`config.mk`:
```
export PLATFORM = sky130hd
export DESIGN_NAME = mem_copy_engine
export DESIGN_NICKNAME = d
export VERILOG_FILES = /design/src/rtl/mem_copy_engine.sv
export SDC_FILE = /design/constraint.sdc
export NUM_CORES = 1
export LEC_CHECK = 0
export CORE_ASPECT_RATIO = 1.2
export CORE_UTILIZATION = 40
export CTS_BUF_LIST = sky130_fd_sc_hd__clkbuf_8
export CTS_CLUSTER_SIZE = 12
export DETAILED_ROUTE_END_ITERATION = 10
export PLACE_DENSITY = 0.71
export SYNTH_ARGS = -nofsm -noshare
export SYNTH_HDL_FRONTEND = slang
export SYNTH_SLANG_ARGS = --single-unit
export TNS_END_PERCENT = 20
```
`constraint.sdc`:
```
create_clock -name clk -period 3.8 [get_ports clk]
set_input_delay 0.76 -clock clk [delete_from_list [all_inputs] [get_ports clk]]
set_output_delay 0.76 -clock clk [all_outputs]
set_load 0.02 [all_outputs]
```
`src/rtl/mem_copy_engine.sv`:
```
// mem_copy_engine: word-by-word block copier that drives the data-memory port.
// A copy alternates READ (fetch one word into a hold register) and WRITE
// (store it at the destination), so every word costs exactly two cycles.
// All memory-port outputs are decoded from registered state; nothing in the
// output path depends combinationally on start.
module mem_copy_engine #(
  parameter int LEN_W = 16
) (
  input  logic             clk,
  input  logic             rst_n,
  input  logic             start,
  input  logic [31:0]      src_addr,
  input  logic [31:0]      dst_addr,
  input  logic [LEN_W-1:0] len,
  output logic [31:0]      dir,
  output logic [31:0]      data_input,
  output logic             mem_rd,
  output logic             mem_wd,
  input  logic [31:0]      data_output,
  output logic             busy,
  output logic             done,
  output logic [LEN_W-1:0] words_left
);

  localparam logic [31:0] WORD_MASK = 32'hFFFF_FFFC;
  localparam logic [31:0] WORD_STEP = 32'd4;

  typedef enum logic [1:0] {
    IDLE  = 2'd0,
    READ  = 2'd1,
    WRITE = 2'd2,
    DONE  = 2'd3
  } state_t;

  state_t           state;
  state_t           state_next;
  logic [31:0]      src_ptr;
  logic [31:0]      dst_ptr;
  logic [31:0]      hold;
  logic [LEN_W-1:0] count;
  logic             accept;

  // A request is taken only while idle; requests during a copy are dropped.
  assign accept = (state == IDLE) && start;

  // State register; reset aborts any copy in flight on the same edge.
  always_ff @(posedge clk) begin
    if (!rst_n) begin
      state <= IDLE;
    end else begin
      state <= state_next;
    end
  end

  // Next-state decode: READ/WRITE alternate until the last word is stored.
  always_comb begin
    state_next = state;
    case (state)
      IDLE: begin
        if (start) begin
          state_next = (len == '0) ? DONE : READ;
        end
      end
      READ:  state_next = WRITE;
      WRITE: state_next = (count == LEN_W'(1)) ? DONE : READ;
      DONE:  state_next = IDLE;
      default: state_next = IDLE;
    endcase
  end

  // Remaining-word counter; it is visible on a port, so it is cleared by reset.
  always_ff @(posedge clk) begin
    if (!rst_n) begin
      count <= '0;
    end else if (accept) begin
      count <= len;
    end else if (state == WRITE) begin
      count <= count - LEN_W'(1);
    end
  end

  // Address pointers and hold register; only observed through state-gated
  // outputs, so they carry no reset.
  always_ff @(posedge clk) begin
    if (accept) begin
      src_ptr <= src_addr & WORD_MASK;
      dst_ptr <= dst_addr & WORD_MASK;
    end else if (state == WRITE) begin
      src_ptr <= src_ptr + WORD_STEP;
      dst_ptr <= dst_ptr + WORD_STEP;
    end
    if (state == READ) begin
      hold <= data_output;
    end
  end

  // Memory-port and status decode from the registered state.
  always_comb begin
    dir        = '0;
    data_input = '0;
    mem_rd     = 1'b0;
    mem_wd     = 1'b0;
    case (state)
      READ: begin
        dir    = src_ptr;
        mem_rd = 1'b1;
      end
      WRITE: begin
        dir        = dst_ptr;
        data_input = hold;
        mem_wd     = 1'b1;
      end
      default: begin
        dir        = '0;
        data_input = '0;
      end
    endcase
  end

  assign busy       = (state != IDLE);
  assign done       = (state == DONE);
  assign words_left = count;

endmodule

```
* After elaboration in Yosys (flattened, before gate mapping) *
Index checks and enable logic that the tools add are counted.

storage, ports and cells
  bits of input ports = 115
  logic and storage cells = 34
  register bits = 114
  output and inout bits = 84

operators by class
  multiplexer cells = 14
  reductions and logical operators = 5
  eq/ne operators = 5
  $add $sub $neg = 3

operators with widths
  cell                                                  count
  2-to-1 mux 32 bit                                     5
  adder 32 x 3 -> 32 bit, second input constant         2
  one-hot mux 32 bit (2 select lines)                   1
  2-to-1 mux 16 bit                                     2
  equality test 16 x 1 -> 1 bit, second input constant  1
  zero test 16 bit                                      1
  subtractor 16 x 1 -> 16 bit, second input constant    1
  one-hot mux 2 bit (4 select lines)                    1
  2-to-1 mux 2 bit                                      3
  equality test 2 bit, second input constant            2
  nonzero test 2 bit                                    2
  equality test 2 x 1 -> 1 bit, second input constant   1
  zero test 2 bit                                       1
  2-to-1 mux 1 bit                                      2
  inequality test 2 bit, second input constant          1
  logical AND 1 bit                                     1

* Logic depth before layout (Yosys ltp) *
Gate-level depths: netlist (run 1).

  depth in word-level cells = 4
  gate-level depth with buffers = 8
  gate-level depth less buffers = 6

* Least setup slack after synthesis (run 1) *
Ideal clock, no wire load.

  path kind = flip-flop to flip-flop
  start = register state[0]
  end = register dst_ptr[10], enable pin
  required time = 3.372 ns
  cell stages (with the launch flop) = 6
  period minus slack after synthesis = 3.106 ns
  setup time = 0.428 ns
  buffers on the path = 2
  data arrival time = 2.679 ns
  path slack = 0.694 ns
  cells stage by stage = dfxtp_1 -> inv_1 -> ha_1 -> buf_2 -> clkbuf_1 -> nand2b_1

on the way
  longest elaborated chain between the ends = 3
  elaborated cells between the ends (all ways) = 4
  those cells by class = eq/ne: 1; reduce/logical: 3

ends and longest elaborated chain
  element                                line  text
  start: declaration                     35    state_t state;
  start signal: assignment               51    state <= state_next;
  zero test 2 bit                        44    assign accept = (state == IDLE) && start;
  logical AND 1 bit                      44
  nonzero test 2 bit (no source line) *  --
  end signal: assignment                 87    dst_ptr <= dst_addr & WORD_MASK;
  end signal: assignment                 90    dst_ptr <= dst_ptr + WORD_STEP;
  end: declaration                       38    logic [31:0] dst_ptr;

Mark *: on every way between the ends. The rest lies on a longest branch, timed or not.
A chain may end at the register's enable or synchronous reset.

* Worst setup path in the final report (run 1) *
  start = register state[0]
  end = output port data_input[1]

on the way
  longest elaborated chain between the ends = 2

ends and longest elaborated chain
  element              line  text
  equality test 2 bit  103   case (state)
  2-to-1 mux 32 bit    103
  end: declaration     16    output logic [31:0] data_input,

No other way between the ends.

==> key figures, run 1 <==
Outcome
  – Outcome: finished, final reports clean

Yosys
  – Number of flops mapped to enable cells by yosys: 92
  – Seq cells post-synth: 110
  – Most frequent cells after synthesis: edfxtp_1 (92), nand2_1 (60), o21ai_0 (46), nor2_1 (45), and2_1 (38)
  – Primary FF master, synth: edfxtp_1
  – Count leader, synth: edfxtp_1
  – Mean Syn Cell Area: 9.638 sq um
  – Cell type with the largest total area after synthesis: edfxtp_1
  – Asr flop ratio synth: 0%
  – Post-synthesis cell area: 0.006419 sq mm
  – Synth top area share: 43.04%
  – Register area share after synthesis: 48.65%
  – Post-Syn Instances: 666
  – Top post-synthesis cells by area: edfxtp_1 (43%), dfxtp_1 (5.6%), and2_1 (3.7%)
  – Synth Warn #: 0
  – Number of library cell types mapped by synthesis: 48

STA
  – Setup_tns: 0 ns
  – Fmax: 0.2885 GHz
  – Rel. slew slack: 55.74%
  – Max-slew violations: 0
  – Clk_skew: 0.01363 ns
  – Final Critical Period: 3.466 ns
  – Hold Fails Final Rpt: 0
  – RSZ-0062 raised after global routing: false
  – Worst Tran Pin Value: 0.6639 ns
  – Final cycle utilization of the critical path: 91.21%
  – Min Hold Slack: 0.5393 ns
  – Setup violators final: 0

Clock network
  – Setup bufs post-CTS: 0
  – Longest Clk Path Bufs: 2
  – Post_cts resized: 0
  – CTS H-tree lvls: 3
  – Worst-Skew Late Latency: 0.40 ns
  – Root Buffer: clkbuf_8
  – Clock-pin slew on the worst setup and hold paths: 0.11 ns
  – CTS tree: yes
  – Clock Sinks: 110
  – CTS Hold Bufs: 0
  – Clock buffer count from CTS: 9

Pwr
  – LEAKAGE: 2.789 nW
  – Pwr dens: 471.7 mW/mm^2
  – Total chip power: 4.104 mW
  – Peak VDD IR: 0.0002061 V

Routing
  – Vias per cell: 5.655
  – Initial DRT Pass Iterations: 6
  – Residual DRC: 0
  – Initial DRC count: 559
  – Final wirelength: 18,670 microns
  – DR WL/cell: 17.81 microns
  – Vias: 5,926
  – Post-route ant nets: 0

GRT
  – Via count of the first global-routing pass: 5,781
  – Initial antenna violation count: 0
  – GR Overflow Total: 0
  – Tot GR Track Use: 22.72%
  – Pin count of the biggest net entering global routing: 63
  – First-pass GRT wire length: 29,790 microns

Hold path
  – Worst hold path class: flip-flop to flip-flop

Setup path
  – Worst EP arrival: 2.71 ns
  – Crit path max-delay family: buffers and inverters
  – CP peak stage delay: 0.63 ns
  – Crit-path cells: inv_1, ha_2, buf_4, and2_1, clkdlybuf4s50_1
  – Startpoint type of the worst setup path: flip-flop
  – Buffer and inverter count on the worst path: 3
  – Critical Path RT: 3.04 ns
  – Crit Path Category: flip-flop to primary output
  – Worst path slowest cell: ha_2
  – CP max FO: 33
  – Crit end category: primary output

Final layout
  – Area delta synth->final: 35.56%
  – Final core occ: 55.63%
  – Layout cells sized above 1: 4.524%
  – Fill cell count: 1,411
  – Finished Cell Area: 0.008701 sq mm
  – Fin nets: 959
  – Ant diodes: 0

Place
  – Gp weighted congestion: 0.8719
  – HPWL after DPL: 13,620 microns
  – Port Buffers: 192
  – Post-Place Cell Area: 0.008506 sq mm

Floorplan
  – Num rows: 50
  – Die X: 117.6 microns
  – Die H: 140.8 microns
  – Initial Utilization: 41.04%
  – I/O pins: 199
  – Die area: 0.01656 sq mm
  – CORE AREA: 0.01564 sq mm

Flow run
  – Max_cap viols: 0
-- per-layer routing --
metal | vias to the layer above | share of wire (%) | global-route usage (%)
li1 | 2849 | - | -
met5 | - | 0 | 0
met4 | 0 | 2.7 | 9.919
met2 | 289 | 49 | 38.70
met1 | 2752 | 42 | 28.52
met3 | 36 | 6.6 | 3.560
-- placed cells by master (no fill, tap or decap), types with 3 or more instances in the layout --
cell	synthesis	final
o31a_1	3	3
xnor2_1	22	22
a31oi_1	30	30
and3_1	5	5
edfxtp_1	92	92
ha_1	9	7
nand3_1	22	22
o21ai_0	46	46
a211oi_1	5	5
xor2_1	11	11
o211ai_1	3	3
inv_1	13	13
nor4_1	13	13
buf_4	2	11
or3_1	17	17
and2_1	38	37
a311oi_1	3	3
nand2b_1	4	3
nor2b_1	30	30
or4_1	23	23
clkbuf_8	0	9
dfxtp_1	18	18
o31ai_1	18	18
nor2_1	45	45
a22oi_1	31	31
nand2_1	60	59
nand4_1	18	18
and4_1	10	10
a21oi_1	8	8
clkdlybuf4s50_1	0	192
nor3_1	7	7
-- final timing paths --
check                         startpoint                          end  slack [ns]  cells past startpoint
min          words_left[13]$_SDFFE_PN0P_  words_left[13]$_SDFFE_PN0P_        0.54                      2
max reg2reg        state[0]$_SDFFE_PN0P_  words_left[15]$_SDFFE_PN0P_        0.91                      7
min reg2reg  words_left[13]$_SDFFE_PN0P_  words_left[13]$_SDFFE_PN0P_        0.54                      2
max                state[0]$_SDFFE_PN0P_                data_input[1]        0.33                      5
-- kinds of logic after synthesis --
logic type      share of synthesized area, %
xor+xnor                               4.503
fa+ha+maj                              1.754
simple gates                           26.10
compound gates                         15.11
flops                                  48.66
buf+inv                                3.821
other cells                          0.05842
-- sequential cells by signal, indices dropped and copies added, names as in the netlist --
signal      count
words_left     16
dst_ptr        30
hold           32
src_ptr        30
state           2
-- worst min-delay path: stages (launching register included) --
cell and delay (ns):
dfxtp_1 0.36, o41ai_1 0.07, a31oi_1 0.08
-- power by group --
group,switching [mW],internal [mW]
Clock,0.431,0.306
Combinational,0.798,0.636
Sequential,0.285,1.65
-- final cells by class --
class,count,area [sq um],area share [%]
flip-flops and latches,110,3123,35.89
multi-input cells,497,3065,35.23
repair buffers,203,2004,23.04
well taps,208,260.3,2.991
clock buffers,9,123.9,1.424
clock inverters,7,71.32,0.8197
inverters,14,52.55,0.6040
-- per-stage QoR --
stage,setup WS (ns),instances
after floorplan,0.6937,667
after global placement,0.8122,1032
after detailed placement,0.7642,1032
after CTS,0.3225,1048
after global routing,0.1702,1048
final,0.3341,1048
Note: power is estimated with default switching activity, not from simulation.
==> run 2, diff against run 1 <==
==> constraint.sdc (replaced) <==
create_clock -name clk -period 3.8 [get_ports clk]
set_input_delay 0.57 -clock clk [delete_from_list [all_inputs] [get_ports clk]]
set_output_delay 0.57 -clock clk [all_outputs]
set_load 0.02 [all_outputs]
==> run 2 against run 1 <==
  * Wire length is 0.77% lower
  * Combinational power hardly changed
  * Highest routed layer unchanged
  * Critical path depth is 1 higher
  * Register-to-register slack better by 0.17 ns
  * Largest power group unchanged
==> key figures, run 2 (synthesized netlist as in run 1, its figures left out) <==
Setup path
  – Critical Path RT: 3.23 ns (+0.19 ns)
  – Reg2Reg Depth: 6 (-1)
  – Worst EP arrival: 2.69 ns (-0.02 ns)
  – CP max FO: 33 (unchanged)
  – R2R Setup Slk: 1.08 ns (+0.17 ns)
  – R2r endpoint: words_left[15]$_SDFFE_PN0P_
  – Crit end category: primary output
  – Startpoint type of the worst setup path: flip-flop
  – Crit Path Category: flip-flop to primary output
  – RR Startpoint: state[0]$_SDFFE_PN0P_

Final layout
  – Layout cells sized above 1: 4.187% (-0.34 points)
  – Largest registers: hold (32), dst_ptr (30), src_ptr (30)
  – Most common cell after layout, fill and taps aside: clkdlybuf4s50_1
  – Area delta synth->final: 35.05%
  – Ant diodes: 0 (unchanged)
  – Commonest non-fill, non-tap cells in the layout: clkdlybuf4s50_1 (192), edfxtp_1 (92), nand2_1 (59), o21ai_0 (46), nor2_1 (45)
  – Final core occ: 55.42% (-0.21 points)
  – Fill cell count: 1,407 (-0.28%)
  – Largest register FFs: 32 (unchanged)
  – Fin nets: 955 (-0.42%)
  – Biggest register: hold

STA
  – Worst Tran Pin Value: 0.9979 ns (+0.3340 ns)
  – Setup violators final: 0 (unchanged)
  – Fmax: 0.3065 GHz (+6.2%)
  – RSZ-0062 raised after global routing: false
  – Final cycle utilization of the critical path: 85.86% (-5.3 points)
  – Max-slew violations: 0 (unchanged)
  – Setup_tns: 0 ns (unchanged)
  – Rel. slew slack: 33.47% (-22 points)
  – PnR worst setup slack: 0.5373 ns (+0.2032 ns)
  – Clk_skew: 0.01183 ns (-0.001801 ns)
  – Final Critical Period: 3.263 ns (-0.2032 ns)
  – Hold Fails Final Rpt: 0 (unchanged)

Place
  – DP Worst Slack: 0.9647 ns (+0.2005 ns)
  – Port Buffers: 192 (unchanged)
  – HPWL after DPL: 13,500 microns (-0.92%)
  – Gp weighted congestion: 0.8748 (+0.33%)

Floorplan
  – Num rows: 50 (unchanged)
  – Die H: 140.8 microns (unchanged)
  – Die X: 117.6 microns (unchanged)
  – I/O pins: 199 (unchanged)
  – Die area: 0.01656 sq mm (unchanged)
  – Initial Utilization: 41.04% (unchanged)
  – CORE AREA: 0.01564 sq mm (unchanged)

Routing
  – Initial DRC count: 512 (-8.4%)
  – Vias per cell: 5.657 (about the same)
  – Residual DRC: 0 (unchanged)
  – DR WL/cell: 17.74 microns (-0.39%)
  – Final wirelength: 18,520 microns (-0.77%)
  – Post-route ant nets: 0 (unchanged)
  – Vias: 5,906 (-0.34%)
  – Initial DRT Pass Iterations: 6 (unchanged)

Clock network
  – Clock Sinks: 110 (unchanged)
  – Worst-Skew Late Latency: 0.38 ns (-0.02 ns)
  – Post_cts resized: 0 (unchanged)
  – Clock buffer count from CTS: 9 (unchanged)
  – Setup bufs post-CTS: 0 (unchanged)
  – Clock-pin slew on the worst setup and hold paths: 0.11 ns (about the same)
  – CTS H-tree lvls: 3 (unchanged)
  – CTS tree: yes
  – Longest Clk Path Bufs: 2 (unchanged)
  – Root Buffer: clkbuf_8
  – CTS Hold Bufs: 0 (unchanged)

Hold path
  – WHS Endpoint: words_left[14]$_SDFFE_PN0P_
  – Worst hold path class: flip-flop to flip-flop
  – Hold Path Depth: 2 (unchanged)
  – Min-delay src: words_left[14]$_SDFFE_PN0P_

GRT
  – GRT met1 Usage: 27.74% (-0.78 points)
  – Top Usage Layer GRT: met2
  – GR Overflow Total: 0 (unchanged)
  – Pin count of the biggest net entering global routing: 63 (unchanged)
  – Met2 usage: 39.32% (+0.62 points)
  – First-pass GRT wire length: 29,650 microns (-0.49%)
  – Via count of the first global-routing pass: 5,798 (+0.29%)
  – M3 GR Usage: 2.953% (-0.61 points)
  – Initial antenna violation count: 0 (unchanged)
  – Tot GR Track Use: 22.33% (-0.39 points)

Pwr
  – LEAKAGE: 2.771 nW (-0.63%)
  – Pwr dens: 465.8 mW/mm^2 (-1.2%)
  – Total chip power: 4.038 mW (-1.6%)
  – Peak VDD IR: 0.0002060 V (about the same)

Outcome
  – Outcome: finished, final reports clean

Flow run
  – Max_cap viols: 0 (unchanged)
-- run 2: cell types whose count changed in the layout (fill, tap and decap cells not counted) --
cell | previous run | this run
inv_8 | 0 | 1
clkinvlp_4 | 2 | 0
clkinv_4 | 0 | 2
buf_12 | 0 | 1
bufinv_16 | 1 | 0
clkinv_1 | 2 | 1
clkinvlp_2 | 0 | 1
buf_4 | 11 | 6
-- run 2: worst max path at each step --
stage                          start                    end  slack [ns]  cells after the start
2_1_floorplan  state[0]$_SDFFE_PN0P_  dst_ptr[10]$_DFFE_PP_        0.69                      5
6_report       state[0]$_SDFFE_PN0P_                 dir[6]        0.54                      6
3_5_place_dp   state[0]$_SDFFE_PN0P_                 dir[9]        0.96                      6
5_1_grt        state[0]$_SDFFE_PN0P_                 dir[8]        0.38                      6
3_3_place_gp   state[0]$_SDFFE_PN0P_                 dir[9]        1.02                      6
4_1_cts        state[0]$_SDFFE_PN0P_                 dir[9]        0.52                      6
-- run 2: metal layers --
metal	vias up	routed length (microns)
met2	271	9256
met4	0	353
met3	28	1087
met5	-	0
li1	2836	-
met1	2771	7826
-- run 2: stage by stage --
| step | area [sq um] | instances | hold WS [ns] |
|---|---|---|---|
| after floorplan | 6422 | 667 | 0.5106 |
| after global placement | 8488 | 1028 | 0.5002 |
| after detailed placement | 8488 | 1028 | 0.5301 |
| after CTS | 8668 | 1044 | 0.5455 |
| after global routing | 8668 | 1044 | 0.5867 |
| final | 8668 | 1044 | 0.5374 |
-- run 2: power by group --
group / internal [mW] / switching [mW]
Clock: 0.248 / 0.436
Combinational: 0.634 / 0.787
Sequential: 1.65 / 0.285
Total: 2.53 / 1.51
-- run 2: cell type report --
type / count / area, sq um / share of cell area [%]
flip-flops and latches: 110 / 3123 / 36.03
multi-input cells: 497 / 3065 / 35.36
repair buffers: 199 / 1987 / 22.92
well taps: 208 / 260.3 / 3.002
clock buffers: 9 / 123.9 / 1.429
clock inverters: 7 / 56.30 / 0.6495
inverters: 14 / 52.55 / 0.6062
-- run 2: worst max-delay path, cell delays in order (launching register included) --
cell and delay (ns):
dfxtp_1 0.36, inv_1 0.12, ha_2 0.62, buf_4 0.30, a22oi_1 0.09, nor2b_1 0.18, clkdlybuf4s50_1 0.63
==> run 3, diff against run 2 <==
- CORE_MARGIN: default -> 1
==> results of run 3 <==
The final DEF is identical to that of run 2; final timing and power are the same.
